## src/rtl/pipe_stage_reg_pkg.sv

```systemverilog
// Shared constants for the core pipeline: stall encodings, reset level,
// stall-vector width, per-stage indices and the register's per-edge action.
package pipe_stage_reg_pkg;

  localparam logic STOP         = 1'b1;
  localparam logic NO_STOP      = 1'b0;
  localparam logic RESET_ENABLE = 1'b1;

  localparam int          STALL_W   = 6;
  localparam logic [63:0] ZERO_WORD = 64'h0;

  localparam int STAGE_PC  = 0;
  localparam int STAGE_IF  = 1;
  localparam int STAGE_ID  = 2;
  localparam int STAGE_EX  = 3;
  localparam int STAGE_MEM = 4;
  localparam int STAGE_WB  = 5;

  typedef enum logic [2:0] {
    ACT_RESET,
    ACT_FLUSH,
    ACT_BUBBLE,
    ACT_LOAD,
    ACT_HOLD
  } act_e;

endpackage

```

## src/rtl/pipe_stage_reg_sat_counter.sv

```systemverilog
// Saturating event counter with synchronous reset and clear.
// Clear beats a same-cycle increment; the count never wraps.
module sat_counter
  import pipe_stage_reg_pkg::*;
#(
  parameter int CNT_W = 16
) (
  input  logic             clk,
  input  logic             rst,
  input  logic             clr,
  input  logic             inc,
  output logic [CNT_W-1:0] cnt
);

  always_ff @(posedge clk) begin
    if (rst == RESET_ENABLE) begin
      cnt <= '0;
    end else if (clr) begin
      cnt <= '0;
    end else if (inc && (cnt != {CNT_W{1'b1}})) begin
      cnt <= cnt + 1'b1;
    end
  end

endmodule

```

## src/rtl/pipe_stage_reg.sv

```systemverilog
// Inter-stage pipeline register: payload + valid, driven by the global
// stall vector, with flush and saturating hold/bubble profiling counters.
module pipe_stage_reg
  import pipe_stage_reg_pkg::*;
#(
  parameter int                DATA_W  = 64,
  parameter int                STALL_W = 6,
  parameter int                STAGE   = 1,
  parameter logic [DATA_W-1:0] BUBBLE  = '0,
  parameter int                CNT_W   = 16
) (
  input  logic               clk,
  input  logic               rst,
  input  logic [STALL_W-1:0] stall,
  input  logic               flush,
  input  logic               cnt_clr,
  input  logic               in_valid,
  input  logic [DATA_W-1:0]  in_data,
  output logic               out_valid,
  output logic [DATA_W-1:0]  out_data,
  output logic [CNT_W-1:0]   hold_cnt,
  output logic [CNT_W-1:0]   bubble_cnt
);

  logic up;
  logic dn;
  act_e act;

  assign up = stall[STAGE];
  assign dn = stall[STAGE+1];

  // Overlapping conditions: earlier items take precedence.
  always_comb begin
    act = ACT_HOLD;
    priority case (1'b1)
      rst == RESET_ENABLE:         act = ACT_RESET;
      flush:                       act = ACT_FLUSH;
      up == STOP && dn == NO_STOP: act = ACT_BUBBLE;
      up == NO_STOP:               act = ACT_LOAD;
      default:                     act = ACT_HOLD;
    endcase
  end

  always_ff @(posedge clk) begin
    unique case (act)
      ACT_RESET, ACT_FLUSH, ACT_BUBBLE: begin
        out_valid <= 1'b0;
        out_data  <= BUBBLE;
      end
      ACT_LOAD: begin
        out_valid <= in_valid;
        out_data  <= in_data;
      end
      default: begin
        out_valid <= out_valid;
        out_data  <= out_data;
      end
    endcase
  end

  logic hold_ev;
  logic bubble_ev;

  assign hold_ev   = (act == ACT_HOLD);
  assign bubble_ev = (act == ACT_FLUSH) || (act == ACT_BUBBLE);

  sat_counter #(.CNT_W(CNT_W)) u_hold (
    .clk (clk),
    .rst (rst),
    .clr (cnt_clr),
    .inc (hold_ev),
    .cnt (hold_cnt)
  );

  sat_counter #(.CNT_W(CNT_W)) u_bubble (
    .clk (clk),
    .rst (rst),
    .clr (cnt_clr),
    .inc (bubble_ev),
    .cnt (bubble_cnt)
  );

  // The stall controller never lets downstream stop while upstream runs.
  a_stall_legal: assert property (
    @(posedge clk) disable iff (rst)
    !(up == NO_STOP && dn == STOP)
  );

endmodule
```

## config.mk

```make
export PLATFORM = sky130hd
export DESIGN_NAME = pipe_stage_reg
export DESIGN_NICKNAME = d
export VERILOG_FILES = /design/src/rtl/pipe_stage_reg_pkg.sv /design/src/rtl/pipe_stage_reg_sat_counter.sv /design/src/rtl/pipe_stage_reg.sv
export SDC_FILE = /design/constraint.sdc
export NUM_CORES = 1
export LEC_CHECK = 0
export BUFFER_PORTS_ARGS = -buffer_cell sky130_fd_sc_hd__buf_2
export CAP_MARGIN = 10
export CORE_ASPECT_RATIO = 1.5
export CORE_MARGIN = 3
export CORE_UTILIZATION = 48
export CTS_CLUSTER_SIZE = 16
export DETAILED_ROUTE_END_ITERATION = 12
export PLACE_DENSITY_LB_ADDON = 0.1
export SLEW_MARGIN = 15
export SYNTH_ARGS = -nofsm -noshare
export SYNTH_HDL_FRONTEND = slang
export SYNTH_SLANG_ARGS = --single-unit
```

## constraint.sdc

```tcl
create_clock -name clk -period 2.5 [get_ports clk]
set_input_delay 0 -clock clk [delete_from_list [all_inputs] [get_ports clk]]
set_output_delay 0 -clock clk [all_outputs]
set_load 0.05 [all_outputs]
```

==> run metrics, run 1 <==
drt first-iter violations 201; Critical Path Start u_bubble.cnt[5]; min-delay src rst; antenna violations before repair 0; synth top area cells edfxtp_1 47%, dfxtp_1 16%, and2_1 9.9%, a21oi_1 2.9%, o31ai_1 2.2%; GPL Wtd Cong 0.8496; remaining antenna violation count 0; Cell variety after synth 43; floorplan row count 40; Post-synth top cells 65 x and2_1, 65 x edfxtp_1, 32 x dfxtp_1, 24 x a21oi_1, 13 x nand2_1; Startpoint Class flip-flop; worst-path cell chain nand4_1 > a2111oi_0 > and4_1 > nor3_1; leading area contributor after synthesis edfxtp_1; worst hold margin 0.1002 ns; Max Slew Vio Count 0; HPWL after detailed placement 7088 µm; hold depth 3; pre-CTS WS 0.5886 ns; static leakage power 2.657 nW; crit path max fanout 7; Critical Path RT 2.70 ns; vias in the first global route 3546; Net count, final 657; root buf cell clkbuf_16; antenna cell count 0; sequential cell area 2592 µm²; multi-input logic area 1423 µm²; Worst path max stage delay 0.75 ns; TritonCTS Buffers 9; top_reg_cell synth edfxtp_1; RSZ-0062 raised after global routing no; H-tree level count 3; crit end category flip-flop; post-CTS setup buffers 0; r2r startpoint u_bubble.cnt[5]; #FFs+latches synth 97; Total Routing Usage GR 22.10%; Crit Path Category flip-flop to flip-flop; Layout Skew 0.003388 ns; minimum clock period after layout 1.931 ns; clk sinks 97; clock buffer depth 2; sequential area share after synthesis 62.81%; WP data arrival 2.13 ns; Yosys warnings 0; Worst-path clk slew 0.06 ns; final setup vio count 0; syn avg cell area 11.96 µm²; max cap viols 0; die span in y 119.6 µm; hold worst-path end u_hold.cnt[13]; DRT Pass-1 Iters 4; status finished, final reports clean; area growth from synthesis to layout 45.89%; Min-Delay Path Class input port to flip-flop; Via density 5.241; setup ws final 0.5688 ns; WL final 10710 µm; final hold violation count 0; vias post-DR 3616; I/O pins 172; fin area 6022 µm²; ys async rst share 0%; P per Cell Area 588.7 nW/µm²; DP Area 5076 µm²; share of cells above drive strength 1 32.82%; fillers 579; worst skew pair latency 0.33 ns; Core Area 8208 µm²; first-pass GRT wire length 16820 µm; Max Clock Freq 517.8 MHz; final non-filler cell total 690; largest net degree at the start of global routing 66; initial core utilization 50.29%; placed instance count 608; Reg-to-Reg End u_bubble.cnt[12]; Die ar. 9771 µm²; area share of the largest cell type after synthesis 47.29%; Die W 81.72 µm; Max-slew headroom 49.83%; GRT overflow 0; Slowest cell on crit path a2111oi_0; CTS tree yes; FF-to-FF path depth 4; input/output buffers 167; total power 3.545 mW; setup slack of the most critical reg-to-reg path 0.57 ns; drt drc 0; Peak VDD IR 0.0003768 V; cells after synthesis 345; number of synthesized flops with an enable pin 65; Least-Margin Pin Slew 0.7336 ns; Syn Nets 422; Avg WL per Cell 15.53 µm; TNS Setup 0 ns; Final Cycle Share 77.25%; Core Util, Final 73.37%; Synth Cell Area 4128 µm²
critical path, delay by kind of cell (launching register included):
kind            cells  cell delay, ns
simple gates        3            0.61
compound gates      1            0.75
flops               1            0.44
repair_timing:
item,in CTS,in global routing
gates resized for setup,0,0
hold endpoints to repair,66,0
setup endpoints to repair,0,0
hold buffers,66,0
metal layers:
layer | GRT usage, % | vias to the layer above | share of wire, %
met4 | 9.459 | 0 | 3.0
met5 | 0 | - | 0
met2 | 38.16 | 151 | 50
met1 | 25.31 | 1671 | 39
met3 | 5.631 | 24 | 7.7
li1 | - | 1770 | -
flip-flops by register name (all words and copies together), names as in the netlist:
register and flops:
u_hold.cnt 16, out_data 64, out_valid 1, u_bubble.cnt 16
worst max path at each step:
stage                       end  slack (ns)
6_report       u_bubble.cnt[12]        0.57
5_1_grt        u_bubble.cnt[12]        0.31
4_1_cts        u_bubble.cnt[12]        0.57
3_5_place_dp   u_bubble.cnt[12]        0.59
3_3_place_gp     u_hold.cnt[14]        0.67
2_1_floorplan     u_hold.cnt[1]        0.30
cells in the final DEF (no fill, tap or decap), types with 9 or more instances in the layout:
master	instances
edfxtp_1	65
nand2_1	13
dlygate4sd3_1	66
o21ai_0	11
a21oi_1	24
and2_1	65
or4_1	10
o31ai_1	12
dfxtp_1	32
or3_1	10
clkbuf_16	9
inv_1	10
buf_2	167
nand3_1	9
final cells by class:
| cell class | instances | area share [%] |
|---|---|---|
| timing repair buffer | 240 | 25.72 |
| clock buffer | 9 | 3.740 |
| clock inverter | 7 | 0.9973 |
| multi-input combinational | 221 | 23.62 |
| tap | 105 | 2.182 |
| sequential | 97 | 43.05 |
| inverter | 11 | 0.6856 |
power by group:
group          switching [mW]  total (mW)  internal [mW]
Combinational           0.297       0.460          0.163
Sequential             0.0154        1.78           1.76
Clock                   0.545        1.31          0.764
Total                   0.857        3.55           2.69
cell families after synthesis:
| logic type | after synthesis | share of synthesized area, % |
|---|---|---|
| buf+inv | 27 | 3.001 |
| compound gates | 67 | 10.55 |
| simple gates | 148 | 22.07 |
| fa+ha+maj | 2 | 0.6061 |
| mux | 4 | 0.9700 |
| flops | 97 | 62.81 |
Note: power is estimated with default switching activity, not from simulation.
==> run 2: changes to the inputs <==
- CORE_UTILIZATION: 48 -> 43
- clock period: 2.5 -> 1.7 ns (I/O delays scaled with it)
==> run metrics, run 2 (same netlist as run 1, synthesis figures left out) <==
status finished, final reports clean; Peak VDD IR 0.0006607 V; final setup vio count 0; Seq pwr share 49.8%; first-pass GRT wire length 17680 µm; Net count, final 678; r2r startpoint u_bubble.cnt[1]; antenna cell count 0; Core Area 9308 µm²; internal power 3.846 mW; Largest Register out_data; GPL Wtd Cong 0.8234; Die W 86.00 µm; TritonCTS Buffers 9; input/output buffers 167; Comb power frac 13.3%; WL final 11280 µm; minimum clock period after layout 1.645 ns; clk sinks 97; Critical Path Start u_bubble.cnt[1]; Crit Path Category flip-flop to flip-flop; max reg flops 64; vias in the first global route 3629; sw frac 26.24%; GR Layer Usage met2 35.39%; antenna violations before repair 0; Min-Delay Path Class input port to flip-flop; vias post-DR 3740; max cap viols 0; pre-CTS WS 0.02639 ns; commonest non-fill, non-tap cell in the layout buf_2; routing usage on met1 24.41%; CP Capture Point u_bubble.cnt[12]; setup ws final 0.05543 ns; Layout Skew 0.004552 ns; root buf cell clkbuf_16; RSZ-0062 raised after global routing yes; P per Cell Area 816.6 nW/µm²; Reg-to-Reg End u_bubble.cnt[12]; floorplan row count 43; busiest grt layer met2; CTS tree yes; Final Cycle Share 96.74%; Largest regs out_data (64), u_bubble.cnt (16), u_hold.cnt (16); Psw 1.368 mW; drt drc 0; H-tree level count 3; die span in y 126.0 µm; Max-slew headroom 56.23%; I/O pins 172; worst skew pair latency 0.34 ns; area growth from synthesis to layout 54.68%; clock buffer depth 2; commonest cells after routing, fill and taps aside 168 x buf_2, 67 x dlygate4sd3_1, 65 x and2_1, 65 x edfxtp_1; largest net degree at the start of global routing 66; Via density 5.209; GRT overflow 0; FF-to-FF path depth 5; Critical Path RT 1.91 ns; DRT Pass-1 Iters 4; HPWL after detailed placement 7596 µm; Startpoint Class flip-flop; initial core utilization 44.35%; WP data arrival 1.85 ns; Clock power frac 36.9%; Max Slew Vio Count 0; Die ar. 10830 µm²; Total Routing Usage GR 20.52%; drt first-iter violations 175; Max Clock Freq 608.1 MHz; Worst-path clk slew 0.07 ns; final hold violation count 0; crit end category flip-flop; static leakage power 2.810 nW; share of cells above drive strength 1 43.07%; Core Util, Final 68.60%; Avg WL per Cell 15.71 µm; Least-Margin Pin Slew 0.6497 ns; remaining antenna violation count 0; crit path max fanout 5; setup slack of the most critical reg-to-reg path 0.06 ns; M3 GR Usage 4.385%
run 2: cell count changes in the layout (fill, tap and decap cells not counted), moves of 8 or more:
cell and change:
dfxtp_1 -32, dfxtp_2 +24, buf_4 +17, dfxtp_4 +8
run 2: cell type report:
class / count / area (µm²)
fill: 720 / 2923
multi-input combinational: 221 / 1534
tap: 112 / 140.1
timing repair buffer: 261 / 1723
clock buffer: 9 / 225.2
inverter: 11 / 48.80
clock inverter: 7 / 61.31
sequential: 97 / 2653
run 2: per-layer routing:
| metal | vias up | part of all wire [%] |
|---|---|---|
| li1 | 1820 | - |
| met1 | 1762 | 39 |
| met2 | 133 | 51 |
| met3 | 25 | 6.2 |
| met4 | 0 | 3.0 |
| met5 | - | 0 |
run 2: worst min-delay path by stage:
| stage | slack [ns] | from | cells after the start | endpoint |
|---|---|---|---|---|
| finish | 0.07 | rst | 4 | u_hold.cnt[15] |
| global route | 0.10 | rst | 4 | u_hold.cnt[15] |
| CTS | 0.06 | rst | 4 | u_hold.cnt[13] |
| detailed placement | 0.28 | in_data[43] | 2 | out_data[43] |
| global placement | 0.28 | in_data[43] | 2 | out_data[43] |
| floorplan | 0.17 | cnt_clr | 2 | u_bubble.cnt[5] |
run 2: power groups by stage:
stage / Clock, mW / Combinational (mW) / Sequential, mW
2_1_floorplan: 0 / 0.0867 / 2.94
3_3_place_gp: 0 / 0.563 / 2.65
3_5_place_dp: 0 / 0.566 / 2.65
4_1_cts: 1.97 / 0.691 / 2.60
5_1_grt: 2.06 / 0.732 / 2.60
6_report: 1.92 / 0.694 / 2.60
run 2: stage by stage:
step | instances | TNS (ns) | hold slack (ns) | power (mW) | area, µm²
floorplan | 345 | -0.02370 | 0.1719 | 3.031 | 4249
detailed placement | 630 | 0 | 0.2801 | 3.215 | 5329
finish | 718 | 0 | 0.06987 | 5.214 | 6385
CTS | 713 | 0 | 0.06125 | 5.261 | 6289
global route | 718 | -0.03824 | 0.1003 | 5.396 | 6385
global placement | 630 | 0 | 0.2760 | 3.209 | 5329
run 2: what timing repair did:
action / CTS / global route
hold buffers: 67 / 0
endpoints found under the hold margin: 67 / 0
endpoints found under the setup margin: 1 / 10
gates resized for setup: 1 / 12
pin swaps: 0 / 10
gates cloned: 0 / 1
setup buffers: 0 / 4
run 2: critical path: stages (launching register included):
cell	delay, ns
dfxtp_4	0.38
ha_4	0.15
nand4_1	0.23
a2111oi_2	0.46
and4_1	0.25
nor3_1	0.05
==> run 3: changes to the inputs <==
- PLACE_DENSITY: unset -> 0.8
- PLACE_DENSITY_LB_ADDON: 0.1 -> unset
==> run metrics, run 3 (same netlist as run 1, synthesis figures left out) <==
HPWL after detailed placement 7962 µm; drt drc 0; Peak VDD IR 0.0007219 V; antenna cell count 0; floorplan row count 43; Reg-to-Reg End u_hold.cnt[6]; Die W 86.00 µm; share of cells above drive strength 1 42.33%; minimum clock period after layout 1.644 ns; Least-Margin Pin Slew 0.6389 ns; TNS Setup 0 ns; Max Slew Vio Count 0; drt first-iter violations 180; Via density 5.242; CTS tree yes; max reg flops 64; pre-CTS WS -0.002080 ns; worst skew pair latency 0.34 ns; r2r startpoint u_hold.cnt[1]; WL final 12430 µm; Largest Register out_data; Max-slew headroom 56.96%; H-tree level count 3; Die ar. 10830 µm²; final hold violation count 0; final setup vio count 0; clock buffer depth 2; DRT Pass-1 Iters 4; placed instance count 627; input/output buffers 167; Net count, final 672; commonest cells after routing, fill and taps aside 167 x buf_2, 66 x dlygate4sd3_1, 65 x and2_1, 65 x edfxtp_1, 24 x dfxtp_2; RSZ-0062 raised after global routing yes; Crit Path Category flip-flop to flip-flop; Worst-path clk slew 0.07 ns; GRT overflow 0; Min-Delay Path Class input port to flip-flop; clk sinks 97; first-pass GRT wire length 18980 µm; largest net degree at the start of global routing 66; remaining antenna violation count 0; I/O pins 172; Startpoint Class flip-flop; antenna violations before repair 0; vias in the first global route 3672; static leakage power 2.765 nW; Largest regs out_data (64), u_bubble.cnt (16), u_hold.cnt (16); total power 5.528 mW; final non-filler cell total 712; area growth from synthesis to layout 53.71%; Critical Path RT 1.96 ns; GPL Wtd Cong 0.8621; initial core utilization 44.35%; commonest non-fill, non-tap cell in the layout buf_2; Max Clock Freq 608.3 MHz; Critical Path Start u_hold.cnt[1]; FF-to-FF path depth 5; die span in y 126.0 µm; Final Cycle Share 96.70%; setup ws final 0.05604 ns; status finished, final reports clean; root buf cell clkbuf_16; vias post-DR 3732; max cap viols 0; TritonCTS Buffers 9; Total Routing Usage GR 22.74%; WP data arrival 1.91 ns; Core Util, Final 68.17%; crit path max fanout 10; CP Capture Point u_hold.cnt[6]; setup slack of the most critical reg-to-reg path 0.06 ns; crit end category flip-flop; Core Area 9308 µm²; Layout Skew 0.008023 ns; Avg WL per Cell 17.46 µm; hold depth 2; P per Cell Area 871.2 nW/µm²
run 3: what timing repair did:
| item | in CTS | in global routing |
|---|---|---|
| endpoints found under the setup margin | 1 | 14 |
| hold buffers | 66 | 0 |
| pin swaps | 0 | 2 |
| endpoints found under the hold margin | 66 | 0 |
| gates resized for setup | 1 | 7 |
| buffers inserted | 0 | 3 |
run 3: stage by stage:
| step | instance area, µm² | hold slack (ns) |
|---|---|---|
| after global placement | 5306 | 0.2763 |
| final | 6345 | 0.04975 |
| after detailed placement | 5306 | 0.2804 |
| after CTS | 6297 | 0.01840 |
| after floorplan | 4249 | 0.1719 |
| after global routing | 6345 | 0.05310 |
run 3: layout make-up:
cell class              count  area, µm²
multi-input cells         221       1501
clock inverters             7      102.6
fillers                   684       2963
clock buffers               9      225.2
inverters                  11      48.80
well taps                 112      140.1
repair buffers            255       1674
flip-flops and latches     97       2653
run 3: power breakdown:
| group | leakage, nW | switching (mW) | internal [mW] | total, mW |
|---|---|---|---|---|
| Combinational | 1.56 | 0.449 | 0.251 | 0.701 |
| Clock | 0.162 | 0.916 | 1.31 | 2.22 |
| Sequential | 1.05 | 0.0281 | 2.58 | 2.60 |
| Total | 2.76 | 1.39 | 4.13 | 5.53 |
run 3: how the worst min path moves through the flow:
stage	from	to	slack (ns)
CTS	in_data[2]	out_data[2]	0.02
floorplan	cnt_clr	u_bubble.cnt[5]	0.17
finish	in_data[2]	out_data[2]	0.05
detailed placement	in_data[15]	out_data[15]	0.28
global route	in_data[2]	out_data[2]	0.05
global placement	in_data[40]	out_data[40]	0.28
run 3: critical path, cell delays in order (launching register included):
cell and delay, ns:
dfxtp_4 0.38, ha_4 0.14, nand4_1 0.14, or2_4 0.30, or4_1 0.47, a21oi_1 0.13
run 3: layer usage:
metal  routed length [µm]  global-route usage [%]  vias up  part of all wire, %
li1                     -                       -     1810                    -
met2                 6616                   40.35      154                   53
met4                  163                   6.897        0                  1.3
met5                    0                       0        -                    0
met1                 4618                   25.96     1758                   37
met3                 1030                   6.741       10                  8.3
